`src/rtl/updown_counter_param.sv`:
```
// Parametrised up/down counter with load, wrap/saturate modes and cascade outputs.
// Optional prescaler divider enabled by defining UDCNT_PRESCALE_EN.
module updown_counter_param #(
    parameter int WIDTH    = 4,
    parameter int MAX_VAL  = 2**WIDTH-1,
    parameter int RST_VAL  = 0
`ifdef UDCNT_PRESCALE_EN
    ,
    parameter int PRESCALE = 4
`endif
) (
    input  logic             clk,
    input  logic             rst,
    input  logic             en,
    input  logic             up_dn,
    input  logic             load,
    input  logic [WIDTH-1:0] load_val,
    input  logic             sat_mode,
    output logic [WIDTH-1:0] q,
    output logic             tc,
    output logic             wrap,
    output logic             sat
);

    localparam logic [WIDTH-1:0] MAX_W = WIDTH'(MAX_VAL);
    localparam logic [WIDTH-1:0] RST_W = WIDTH'(RST_VAL);
    localparam logic [WIDTH-1:0] ONE_W = WIDTH'(1);

    logic [WIDTH-1:0] count_q, count_d;
    logic             wrap_q, wrap_d;
    logic             sat_q, sat_d;
    logic             step;
    logic             psc_last;
    logic             at_top;
    logic             at_bot;

`ifdef UDCNT_PRESCALE_EN
    localparam int PSC_W = (PRESCALE > 1) ? $clog2(PRESCALE) : 1;
    localparam logic [PSC_W-1:0] PSC_LAST = PSC_W'(PRESCALE-1);

    logic [PSC_W-1:0] psc_q, psc_d;

    assign psc_last = (psc_q == PSC_LAST);

    // Divider only advances while enabled; a load restarts the period.
    always_comb begin
        psc_d = psc_q;
        if (load) begin
            psc_d = '0;
        end else if (en) begin
            psc_d = psc_last ? '0 : psc_q + PSC_W'(1);
        end
    end

    always_ff @(posedge clk) begin
        if (rst) begin
            psc_q <= '0;
        end else begin
            psc_q <= psc_d;
        end
    end
`else
    assign psc_last = 1'b1;
`endif

    assign step   = en & psc_last;
    assign at_top = (count_q == MAX_W);
    assign at_bot = (count_q == '0);

    always_comb begin
        count_d = count_q;
        wrap_d  = 1'b0;
        sat_d   = sat_q;
        if (load) begin
            count_d = (load_val > MAX_W) ? MAX_W : load_val;
            sat_d   = 1'b0;
        end else if (step) begin
            if (up_dn) begin
                if (!at_top) begin
                    count_d = count_q + ONE_W;
                    sat_d   = 1'b0;
                end else if (sat_mode) begin
                    sat_d   = 1'b1;
                end else begin
                    count_d = '0;
                    wrap_d  = 1'b1;
                    sat_d   = 1'b0;
                end
            end else begin
                if (!at_bot) begin
                    count_d = count_q - ONE_W;
                    sat_d   = 1'b0;
                end else if (sat_mode) begin
                    sat_d   = 1'b1;
                end else begin
                    count_d = MAX_W;
                    wrap_d  = 1'b1;
                    sat_d   = 1'b0;
                end
            end
        end
    end

    always_ff @(posedge clk) begin
        if (rst) begin
            count_q <= RST_W;
            wrap_q  <= 1'b0;
            sat_q   <= 1'b0;
        end else begin
            count_q <= count_d;
            wrap_q  <= wrap_d;
            sat_q   <= sat_d;
        end
    end

    // Combinational so a cascaded stage can use it as its enable this cycle.
    assign tc   = step & ((up_dn & at_top) | (~up_dn & at_bot));
    assign q    = count_q;
    assign wrap = wrap_q;
    assign sat  = sat_q;

endmodule

```
`config.mk`:
```
export PLATFORM = sky130hd
export DESIGN_NAME = updown_counter_param
export DESIGN_NICKNAME = d
export VERILOG_FILES = /design/src/rtl/updown_counter_param.sv
export SDC_FILE = /design/constraint.sdc
export NUM_CORES = 1
export LEC_CHECK = 0
export CAP_MARGIN = 20
export CORE_UTILIZATION = 30
export CTS_CLUSTER_DIAMETER = 100
export DETAILED_ROUTE_END_ITERATION = 10
export PLACE_DENSITY = 0.65
export SLEW_MARGIN = 30
export SYNTH_ARGS = -nofsm -noshare
export SYNTH_HDL_FRONTEND = slang
export SYNTH_SLANG_ARGS = --single-unit
```
`constraint.sdc`:
```
create_clock -name clk -period 3 [get_ports clk]
set_clock_uncertainty 0.1 [all_clocks]
set_input_delay 0.6 -clock clk [delete_from_list [all_inputs] [get_ports clk]]
set_output_delay 0.6 -clock clk [all_outputs]
set_load 0.01 [all_outputs]
```
==> results by stage <==
Placement:
- The congestion estimate from routability-driven global placement came to roughly 0.84.
- Input and output buffers added on the ports amount to 16.
- Including well taps, the total number of placed cells is 85.
- The placed wire-length estimate is around 900 um.
- After detailed placement, the total cell area comes to about 650 um2.

Power and ir drop:
- The maximum vdd ir drop is 0.220 mV.
- The leakage power total is about 0.27 nW.
- Power spread over the standard cell area amounts to 365 mW/mm2.

STA:
- Setup repair after global routing left no endpoint under its margin.
- At the pin with the least slew margin, the transition time is 369 ps.
- Headroom to the max-slew limit came out at 0.751.
- Setup violations remaining at the end of the flow were counted as 0.
- The final number of max-transition violations is 0.
- The period utilization is 0.914.
- The final-report hold violation count is 0.
- Timing would allow up to ~0.36 GHz.
- The post-layout minimum cycle time is roughly 2700 ps.

Worst setup path:
- The type of origin of the critical path is an input pin.
- The data arrival at the endpoint of the critical path is about 2000 ps.
- The startpoint identified for the worst register-to-register timing path is q[1]$_SDFFE_PP0P_.
- The type of element capturing the critical path is an output port.
- The peak fanout along the critical path is 4.
- In this design, the stage delay of the slowest critical-path cell is around 530 ps.
- The critical setup path kind is in -> out.
- At the worst endpoint, the required time is 2300 ps.
- The startpoint of the most critical setup path is up_dn.
- The signal on the critical path passes through clkdlybuf4s50_1 > or4b_4 > a21oi_1 > dlygate4sd2_1.
- The cell with the biggest individual delay on the critical path is or4b_4.

Floorplanning:
- In this run the standard cell core region covers between 0.001 and 0.0015 mm2.
- The die is between 40 and 50 um wide.
- Pin placement for this block handled 17 I/O pins.
- The starting density of the core is 0.338.
- The floorplan step defined a die boundary enclosing roughly 0.0017 mm2.
- The chip height is 41.0 um.
- The number of rows created at floorplan is 13.

Logic synthesis:
- Synthesis instantiated 30 different standard cells from the library.
- Counting flops and latches in the post-synthesis netlist gives 6.
- Of all flip-flops after synthesis, the portion carrying an async set or reset was 0.
- Sorting the synthesized cells by area gives the leading types as dfxtp_1, a2111oi_4, ha_1, inv_1, a21oi_1.
- The number of instances in the synthesized netlist is between 50 and 60.
- The number of warnings issued by yosys is 0.
- Of all cell types, the one taking the most synthesized area is dfxtp_1.
- The number of enable flip-flop cells after synthesis is 0.
- Of the synthesized area, sequential elements account for 0.263.
- A synthesized cell averages approximately 9.0 um2.
- The primary flip-flop cell chosen by synthesis mapping is dfxtp_1.
- After synthesis the cells add up to between 400 and 500 um2.
- The net count of the mapped netlist is 63.
- Of the post-synthesis cell area, the dominant cell type holds 0.263.
- Sorting the synthesized cells by how often they occur yields dfxtp_1, inv_1, a21oi_1, nor2_1.

Route:
- For this block, the routed nets add up to between 1000 and 1500 um of wire.
- The via density per instance is about 5.7.
- The routed layout has 504 vias.
- The number of DRC markers in iteration 0 is 17.
- The number of optimization iterations in the first detailed-route pass is 4.
- The number of nets still failing antenna checks after routing is 0.
- The average wire per cell in the routed design is 13.7 um.
- After detailed routing, the number of remaining DRC violations is 0.

Global routing:
- Entering global routing, the biggest net connects 10 pins.
- The initial antenna violation count came to 0.
- The global-route wire length before repair is roughly 1800 um.
- Across every metal layer, demand over resource in global routing totals 0.169.
- The residual overflow from global routing is 0.
- The via count of the first global-routing pass is 418.

Job:
- The total of max-cap violations is 0.

Clocking:
- The number of clock sinks is 6.
- Clock tree synthesis selected as its root buffer the cell clkbuf_4.
- The TritonCTS clock tree is done.
- The clock transition at the registers of the reported paths is 40 ps.
- The clock latency reported for the late side of the worst-skew pair is around 250 ps.
- The number of buffers between clock root and the deepest sink is 2.
- CTS built an H-tree with a depth of 1.
- The number of buffers created by CTS is 3.

Run status:
- The run finished with clean final reports.

Layout:
- The post-layout instance count excluding filler cells is roughly 90.
- In the final design database the tool counted slightly below 90 nets.
- Once layout is done, the placed cells without fillers occupy between 600 and 700 um2.
- The area overhead of the layout relative to synthesis is 47.9%.
- Counting the fill cells in the layout gives about 130.
- Across the whole layout, storage elements account for between 100 and 150 um2.
- In the final layout, the share of cells above drive strength 1 is 0.151.
- The count of antenna diodes in the layout is 0.
- The area of combinational cells with multiple inputs is 303 um2.

Min path:
- The path class of the tightest hold or removal check is reg -> reg.
- The startpoint of the lowest-slack hold path is sat$_SDFFE_PP0P_.
[metal layers]
| layer | share of wire | wire [um] | GRT usage | vias to the layer above |
|---|---|---|---|---|
| li1 | - | - | - | 248 |
| met1 | 0.47 | 567 | 0.214 | 234 |
| met2 | 0.44 | 535 | 0.242 | 22 |
| met3 | 0.084 | 101 | 0.0870 | 0 |
| met4 | 0 | 0 | 0.0583 | 0 |
| met5 | 0 | 0 | 0 | - |
[placed cells by master (no fill, tap or decap), types with 2 or more instances in the layout]
cell,instances
clkbuf_4,3
mux2i_1,2
nand3_1,2
o31ai_1,2
dfxtp_1,6
inv_1,6
buf_4,4
a311oi_1,2
nor2_1,4
a21oi_1,4
clkdlybuf4s50_1,15
ha_1,2
[power by group]
part / internal [mW] / switching, mW
sequential: 0.0850 / 0.00565
clock: 0.0453 / 0.0295
combinational: 0.0441 / 0.0374
[worst paths after layout]
check	to	slack [ps]	cells past startpoint
worst max-delay path	tc	260	4
worst min-delay path	sat$_SDFFE_PP0P_	430	2
worst max register to register	q[3]$_SDFFE_PP0P_	1020	6
worst min register to register	sat$_SDFFE_PP0P_	430	2
[registers in the layout, summed over array words and instances (netlist names)]
name  count
sat       1
wrap      1
q         4
[area by class of cell]
| cell class | instances | area share |
|---|---|---|
| Sequential cell | 6 | 0.178 |
| Tap cell | 15 | 0.0278 |
| Clock buffer | 3 | 0.0333 |
| Inverter | 6 | 0.0333 |
| Timing Repair Buffer | 20 | 0.280 |
| Multi-Input combinational cell | 38 | 0.448 |
[what timing repair did]
item / in CTS / in global routing
resized for setup: 1 / 0
setup buffers: 0 / 0
hold buffers: 0 / 0
endpoints found under the hold margin: 0 / 0
setup endpoints to repair: 1 / 0
[critical path, delay by kind of cell]
| kind | cells | cell delay, ps |
|---|---|---|
| compound gates | 1 | 190 |
| buf+inv | 2 | 710 |
| simple gates | 1 | 530 |
[per-stage QoR]
stage | setup slack (ps) | TNS [ps] | hold WS [ps] | util | power [mW]
2_1_floorplan | 815 | 0 | 435 | - | 0.134
3_3_place_gp | -20.1 | -20.1 | 413 | 0.485 | 0.173
3_5_place_dp | -17.5 | -17.5 | 431 | 0.485 | 0.173
4_1_cts | 257 | 0 | 441 | 0.500 | 0.250
5_1_grt | 187 | 0 | 446 | 0.500 | 0.262
6_report | 259 | 0 | 429 | 0.500 | 0.247
[kinds of logic after synthesis]
group                    synth area share
AO/OA/AOI/OAI                       0.362
AND/OR/NAND/NOR                     0.184
buffers and inverters              0.0740
flip-flops                          0.263
multiplexers                       0.0438
adder cells (fa/ha/maj)            0.0548
XOR/XNOR                           0.0192
(Power assumes the default switching activity.)
